## src/rtl/fifo_pkt_framer_if.sv

```systemverilog
// Upstream byte stream and async-FIFO write port of the packet framer.
// master drives payload and the FIFO full flag; slave is the framer.
interface fifo_pkt_framer_if #(
    parameter int DATA_WIDTH = 8
);
    logic                  s_valid;
    logic [DATA_WIDTH-1:0] s_data;
    logic                  s_last;
    logic                  s_ready;
    logic [DATA_WIDTH-1:0] fifo_data;
    logic                  fifo_wr_en;
    logic                  fifo_full;

    modport master (
        output s_valid, s_data, s_last, fifo_full,
        input  s_ready, fifo_data, fifo_wr_en
    );

    modport slave (
        input  s_valid, s_data, s_last, fifo_full,
        output s_ready, fifo_data, fifo_wr_en
    );
endinterface

```

## src/rtl/fifo_pkt_framer.sv

```systemverilog
// Buffers an upstream packet, then writes SOF, LEN, payload, CSUM into an async FIFO.
// Packets longer than MAX_LEN are framed truncated and the remainder is dropped.
//
// state     | meaning
// IDLE      | waiting for first payload byte
// COLLECT   | storing payload bytes, accumulating checksum
// SEND_SOF  | writing start-of-frame marker
// SEND_LEN  | writing payload length
// SEND_PAY  | writing buffered payload, index rd_idx
// SEND_CSUM | writing checksum (LEN xor payload)
// DROP      | discarding the overflow tail of a truncated packet
module fifo_pkt_framer #(
    parameter int                    DATA_WIDTH = 8,
    parameter int                    MAX_LEN    = 16,
    parameter logic [DATA_WIDTH-1:0] SOF_BYTE   = 8'hA5
) (
    input  logic                clka,
    input  logic                rstb,
    fifo_pkt_framer_if.slave    bus,
    output logic                pkt_done,
    output logic                err_trunc,
    output logic                busy
);
    localparam int CW = $clog2(MAX_LEN + 1);
    localparam int IW = (MAX_LEN > 1) ? $clog2(MAX_LEN) : 1;

    typedef enum logic [2:0] {
        IDLE, COLLECT, SEND_SOF, SEND_LEN, SEND_PAY, SEND_CSUM, DROP
    } state_t;

    state_t                state;
    logic [CW-1:0]         count;
    logic [CW-1:0]         rd_idx;
    logic [DATA_WIDTH-1:0] csum_acc;
    logic                  drop_pending;
    logic [DATA_WIDTH-1:0] pay_mem [MAX_LEN];

    logic          in_send;
    logic          hs;
    logic          wr;
    logic [CW-1:0] count_inc;

    assign in_send   = state inside {SEND_SOF, SEND_LEN, SEND_PAY, SEND_CSUM};
    assign hs        = bus.s_valid & bus.s_ready;
    // Gated by rstb so a frame in flight stops writing the moment reset is applied.
    assign wr        = in_send & ~bus.fifo_full & ~rstb;
    assign count_inc = count + CW'(1);

    assign bus.s_ready    = state inside {IDLE, COLLECT, DROP};
    assign bus.fifo_wr_en = wr;
    assign pkt_done       = wr & (state == SEND_CSUM);
    assign busy           = (state != IDLE) & ~rstb;

    always_comb begin
        bus.fifo_data = '0;
        if (!rstb) begin
            case (state)
                SEND_SOF:  bus.fifo_data = SOF_BYTE;
                SEND_LEN:  bus.fifo_data = DATA_WIDTH'(count);
                SEND_PAY:  bus.fifo_data = pay_mem[rd_idx[IW-1:0]];
                SEND_CSUM: bus.fifo_data = csum_acc ^ DATA_WIDTH'(count);
                default:   bus.fifo_data = '0;
            endcase
        end
    end

    // Payload storage needs no reset; stale bytes are never read back.
    always_ff @(posedge clka) begin
        if (hs && state == IDLE)
            pay_mem[0] <= bus.s_data;
        else if (hs && state == COLLECT)
            pay_mem[count[IW-1:0]] <= bus.s_data;
    end

    always_ff @(posedge clka) begin
        if (rstb) begin
            state        <= IDLE;
            count        <= '0;
            rd_idx       <= '0;
            csum_acc     <= '0;
            drop_pending <= 1'b0;
            err_trunc    <= 1'b0;
        end else begin
            err_trunc <= 1'b0;
            case (state)
                IDLE: begin
                    if (hs) begin
                        count    <= CW'(1);
                        csum_acc <= bus.s_data;
                        state    <= bus.s_last ? SEND_SOF : COLLECT;
                    end
                end
                COLLECT: begin
                    if (hs) begin
                        count    <= count_inc;
                        csum_acc <= csum_acc ^ bus.s_data;
                        if (bus.s_last) begin
                            state <= SEND_SOF;
                        end else if (count_inc == CW'(MAX_LEN)) begin
                            state        <= SEND_SOF;
                            err_trunc    <= 1'b1;
                            drop_pending <= 1'b1;
                        end
                    end
                end
                SEND_SOF: if (wr) state <= SEND_LEN;
                SEND_LEN: if (wr) state <= SEND_PAY;
                SEND_PAY: begin
                    if (wr) begin
                        if (rd_idx == count - CW'(1)) begin
                            rd_idx <= '0;
                            state  <= SEND_CSUM;
                        end else begin
                            rd_idx <= rd_idx + CW'(1);
                        end
                    end
                end
                SEND_CSUM: begin
                    if (wr) begin
                        count    <= '0;
                        csum_acc <= '0;
                        state    <= drop_pending ? DROP : IDLE;
                    end
                end
                DROP: begin
                    if (hs && bus.s_last) begin
                        drop_pending <= 1'b0;
                        state        <= IDLE;
                    end
                end
                default: state <= IDLE;
            endcase
        end
    end
endmodule

```

## src/flat_wrapper.sv

```systemverilog
// flat-port wrapper written by rule: the top's interface ports become plain ports
module fifo_pkt_framer_flat 
#(
    parameter int                    DATA_WIDTH = 8,
    parameter int                    MAX_LEN    = 16,
    parameter logic [DATA_WIDTH-1:0] SOF_BYTE   = 8'hA5
)
  (clka, rstb, pkt_done, err_trunc, busy, bus_s_valid, bus_s_data, bus_s_last, bus_fifo_full, bus_s_ready, bus_fifo_data, bus_fifo_wr_en);
  fifo_pkt_framer_if #(.DATA_WIDTH(DATA_WIDTH)) bus_i ();
  input  logic clka;
  input  logic rstb;
  output logic pkt_done;
  output logic err_trunc;
  output logic busy;
  input wire logic [$bits(bus_i.s_valid)-1:0] bus_s_valid;
  input wire logic [$bits(bus_i.s_data)-1:0] bus_s_data;
  input wire logic [$bits(bus_i.s_last)-1:0] bus_s_last;
  input wire logic [$bits(bus_i.fifo_full)-1:0] bus_fifo_full;
  output wire logic [$bits(bus_i.s_ready)-1:0] bus_s_ready;
  output wire logic [$bits(bus_i.fifo_data)-1:0] bus_fifo_data;
  output wire logic [$bits(bus_i.fifo_wr_en)-1:0] bus_fifo_wr_en;
  assign bus_i.s_valid = bus_s_valid;
  assign bus_i.s_data = bus_s_data;
  assign bus_i.s_last = bus_s_last;
  assign bus_i.fifo_full = bus_fifo_full;
  assign bus_s_ready = bus_i.s_ready;
  assign bus_fifo_data = bus_i.fifo_data;
  assign bus_fifo_wr_en = bus_i.fifo_wr_en;
  fifo_pkt_framer #(.DATA_WIDTH(DATA_WIDTH), .MAX_LEN(MAX_LEN), .SOF_BYTE(SOF_BYTE)) u_core (.clka(clka), .rstb(rstb), .bus(bus_i), .pkt_done(pkt_done), .err_trunc(err_trunc), .busy(busy));
endmodule
```

## config.mk

```make
export PLATFORM = sky130hd
export DESIGN_NAME = fifo_pkt_framer_flat
export DESIGN_NICKNAME = d
export VERILOG_FILES = /design/src/rtl/fifo_pkt_framer_if.sv /design/src/rtl/fifo_pkt_framer.sv /design/src/flat_wrapper.sv
export SDC_FILE = /design/constraint.sdc
export NUM_CORES = 1
export LEC_CHECK = 0
export CAP_MARGIN = 20
export CORE_UTILIZATION = 55
export DETAILED_ROUTE_END_ITERATION = 12
export DONT_BUFFER_PORTS = 1
export PLACE_DENSITY = 0.68
export SYNTH_ARGS = -nofsm -noshare
export SYNTH_HDL_FRONTEND = slang
export SYNTH_SLANG_ARGS = --single-unit
```

## constraint.sdc

```tcl
create_clock -name clka -period 4.3 [get_ports clka]
set_input_delay 1.075 -clock clka [delete_from_list [all_inputs] [get_ports clka]]
set_output_delay 1.075 -clock clka [all_outputs]
set_load 0.01 [all_outputs]
```

==> summary by stage <==
Run status
The run finished with clean final reports.

Yosys
The register area share after synthesis is between 60 and 70%. Yosys printed 0 warnings. In the synthesized netlist the async set-or-reset flop fraction comes to 0%. In the synthesized netlist, the cells that appear most often are 128 x sky130_fd_sc_hd__edfxtp_1, 37 x sky130_fd_sc_hd__nor2_1, 33 x sky130_fd_sc_hd__mux4_2, 28 x sky130_fd_sc_hd__nand3_1, 27 x sky130_fd_sc_hd__dfxtp_1. The number of nets produced by synthesis is about 490. In this run, synthesis inferred between 100 and 150 flip-flops with an integrated enable. The synthesized design contains between 150 and 200 register bits. Summed over all instances, the cell type with the most area after synthesis is sky130_fd_sc_hd__edfxtp_1. The number of different library cells in the post-synthesis netlist is 56.

The fraction of synthesized cell area taken by the top area cell type is around 57%. The mapped netlist covers between 6000 and 7000 sq um. Synthesis produced a netlist whose cell count is between 400 and 500.

Ranked by total cell area, the synthesized netlist is headed by sky130_fd_sc_hd__edfxtp_1 57%, sky130_fd_sc_hd__mux4_2 11%, sky130_fd_sc_hd__dfxtp_1 8.0%. The most frequently used cell type in the post-synthesis netlist is sky130_fd_sc_hd__edfxtp_1. The mean area per synthesized cell is 14.5 sq um. The flip-flop cell with the highest count after synthesis is sky130_fd_sc_hd__edfxtp_1.

Setup path
In this run the worst path has a maximum fanout of 23. The endpoint of the lowest-slack register-to-register path is u_core.state[2]$_SDFFE_PP0P_. On the worst path, the slowest cell contributes a delay of ~870 ps.

The arrival time of the worst setup path is roughly 3000 ps. Across all register-to-register paths, the minimum setup slack is around 840 ps. The critical path is of the flip-flop to output pin type. The worst register-to-register path begins at u_core.state[2]$_SDFFE_PP0P_. Walking the worst path, the cells encountered are inv_1, ha_1, nor2b_1, nand2_1, o22ai_1.

The number of buffers and inverters on the critical path is 1. The worst register-to-register path has a depth of 6. STA classifies the critical path endpoint as an output pin. The required time at the endpoint of the critical path is between 3000 and 4000 ps. The kind of cell with the highest combined delay along the critical path is flip-flops. On the critical path, the stage with the largest delay is an instance of sky130_fd_sc_hd__dfxtp_1. The startpoint type of the worst setup path is a flip-flop.

CTS
The count of hold-fix buffers inserted at cts is 0. The buffer levels on the longest clock path is 2. The clock reaches the later pin of the worst-skew pair after slightly above 400 ps. The total clock sinks is roughly 160. TritonCTS built the clock tree. Clock-pin slew was measured on the worst setup and hold paths at about 60 ps.

CTS placed an instance of sky130_fd_sc_hd__clkbuf_16 at the clock tree root. The post-CTS resize count is 0. In this run the number of H-tree levels came out at 4. Counting the buffers created by CTS gives 17. The buffers inserted during post-CTS setup optimization is 0.

Min path
Along the worst hold path, the cell count comes to 2. The classification of the worst-slack hold path is flip-flop to flip-flop. The beginning of the worst hold path is u_core.csum_acc[5]$_SDFFE_PP0P_. The end point of the worst hold path is u_core.csum_acc[5]$_SDFFE_PP0P_.

Floorplan
The area of the core is 12000 sq um. The width of the die is ~110 microns. The die is 113 microns tall. The initial utilization of the core area, before any placement, comes to 56.5%. The initialized floorplan defines 40 standard-cell rows. The die covers ~13000 sq um. For this design the top-level I/O count stands at 26.

Routing
After detailed routing, the average wire length per cell comes to 23.9 microns. The detailed-route DRC error count is 0. The count of nets left with antenna violations once routing finished came out at 0. The final layout contains routed wiring with a total length of ~15000 microns.

Before antenna repair, the detailed router went through 6 iterations. The via count is 4106. After detailed routing, the number of vias per cell comes to about 6.5. The number of DRC markers after the initial detailed-route iteration is between 300 and 400.

Flow run
The tool flagged a number of max-cap violations equal to 0.

Timing
For the final routed database, the setup TNS stands at 0 ps. The final setup violation count is 0. The final hold violation count was 0. The clock period minus worst slack is roughly 4100 ps. The share of the clock period used by the worst path is 95.1%. Setup repair after global routing left no endpoint under its margin. Hold is met by between 400 and 500 ps. The maximum frequency from static timing analysis is between 0.2 and 0.25 GHz. At the pin with the least slew margin, the transition time is approximately 1000 ps. Between clock sinks in the finished design, the worst skew comes to approximately 8.2 ps. The final number of max-transition violations is 0. The worst pin sits at a relative slew slack of about a third.

Pwr
The share of total power in the clock network is between 30% and 40%. The combinational power share is about 14%. Across the VDD grid, the largest voltage drop is between 0.3 and 0.4 mV. The relative contribution of sequential cells to total power is between 40% and 50%. In this run the power density over the cells is roughly 500 nW/um^2. The switching power as a share of total power is about a quarter. For this design the static power due to leakage is 2.36 nW.

For this design the total switching power over the nets is 0.000948 W. Internal power comes to 0.00276 W.

Layout
0 antenna diodes ended up in the layout. Relative to the synthesized area, the layout overhead comes to 9.71%. The share of layout cells above drive strength 1 is between 10% and 20%. The post-layout net count is around 490. The fill cell total of the finished layout is about 890.

Global route
The global route total overflow is 0. The via count of the first global-routing pass is around 4000. For this run, the total global-route usage over all layers was measured as about a quarter. Entering global routing, the biggest net connects 27 pins. The number of antenna violations at the first check in global routing is 0.

The first global-routing pass estimated roughly 24000 microns of wire.

Place
The placed wire-length estimate is just under 10000 microns. The final weighted congestion in routability-driven placement is slightly above 0.8. The count of buffers added on input and output ports is 0.
[sequential cells by signal (all words and copies together) (netlist names), named ones only]
register / cells
u_core.pay_mem: 128
u_core.count: 5
u_core.rd_idx: 5
u_core.err_trunc: 1
u_core.drop_pending: 1
u_core.state: 3
u_core.csum_acc: 8
[per-layer routing]
| metal | up-vias | track usage [%] | share of wire, % |
|---|---|---|---|
| li1 | 1818 | - | - |
| met1 | 2097 | 34.9 | 41 |
| met5 | - | 0 | 0 |
| met3 | 28 | 6.11 | 6.8 |
| met2 | 163 | 40.1 | 50 |
| met4 | 0 | 11.0 | 2.5 |
[cell families after synthesis]
group	Yosys count	synth area share (%)
mux	37	11.6
fa+ha+maj	6	1.11
xor+xnor	14	2.03
buf+inv	36	2.69
compound gates	84	8.05
flops	155	64.6
simple gates	136	10.0
[cells in the final DEF, fill, tap and decap left out, types with 4 or more instances in the layout]
master,netlist,layout
sky130_fd_sc_hd__nor2_1,37,37
sky130_fd_sc_hd__xor2_1,6,6
sky130_fd_sc_hd__nor2b_1,11,11
sky130_fd_sc_hd__dfxtp_1,27,26
sky130_fd_sc_hd__xnor2_1,7,7
sky130_fd_sc_hd__clkbuf_1,15,7
sky130_fd_sc_hd__edfxtp_1,128,128
sky130_fd_sc_hd__clkbuf_16,0,17
sky130_fd_sc_hd__mux4_2,33,33
sky130_fd_sc_hd__o21ai_0,22,22
sky130_fd_sc_hd__inv_1,6,6
sky130_fd_sc_hd__a21oi_1,20,20
sky130_fd_sc_hd__o22ai_1,4,4
sky130_fd_sc_hd__buf_4,2,11
sky130_fd_sc_hd__ha_1,6,6
sky130_fd_sc_hd__nor3_1,10,10
sky130_fd_sc_hd__nand2_1,25,25
sky130_fd_sc_hd__and3_1,5,5
sky130_fd_sc_hd__a22oi_1,15,15
sky130_fd_sc_hd__nand3_1,28,28
[worst reg2reg max path, delay by kind of cell, from the launching register on]
| kind | cells | cell delay [ps] |
|---|---|---|
| flip-flops | 1 | 870 |
| adder cells (fa/ha/maj) | 1 | 480 |
| buffers and inverters | 1 | 450 |
| AND/OR/NAND/NOR | 2 | 810 |
| AO/OA/AOI/OAI | 1 | 380 |
| multiplexers | 1 | 350 |
[worst max-delay path by stage]
| stage | depth (start not counted) | endpoint | startpoint |
|---|---|---|---|
| after floorplan | 4 | busy | rstb |
| after global placement | 5 | bus_fifo_data[3] | u_core.state[2]$_SDFFE_PP0P_ |
| after detailed placement | 5 | bus_fifo_data[3] | u_core.state[2]$_SDFFE_PP0P_ |
| after CTS | 5 | bus_fifo_data[3] | u_core.state[2]$_SDFFE_PP0P_ |
| after global routing | 5 | bus_fifo_data[3] | u_core.state[2]$_SDFFE_PP0P_ |
| final | 5 | bus_fifo_data[3] | u_core.state[2]$_SDFFE_PP0P_ |
[power by group through the flow]
stage / Sequential (W) / Clock [W] / Combinational [W]
floorplan: 0.00177 / 0 / 0.000415
global placement: 0.00182 / 0 / 0.000483
detailed placement: 0.00183 / 0 / 0.000493
CTS: 0.00180 / 0.00142 / 0.000498
global route: 0.00181 / 0.00148 / 0.000552
finish: 0.00180 / 0.00141 / 0.000502
[stage by stage]
step / area [sq um] / std cells / total power [W] / worst slack, ps / util, %
6_report: 7450 / 628 / 0.00371 / 210 / 62.0
5_1_grt: 7450 / 628 / 0.00384 / 93.1 / 62.0
4_1_cts: 7450 / 628 / 0.00371 / 308 / 62.0
3_5_place_dp: 6900 / 596 / 0.00232 / 771 / 57.4
3_3_place_gp: 6900 / 596 / 0.00231 / 857 / 57.4
2_1_floorplan: 6790 / 468 / 0.00218 / 1210 / -
[final cells by class]
type	instances	area [sq um]	share of cell area, %
timing repair buffer	11	82.6	1.11
clock buffer	24	452	6.06
tap	147	184	2.47
multi-input combinational	277	2220	29.9
inverter	6	22.5	0.302
sequential	155	4390	58.9
clock inverter	8	100	1.34
Note: power is estimated with default switching activity, not from simulation.
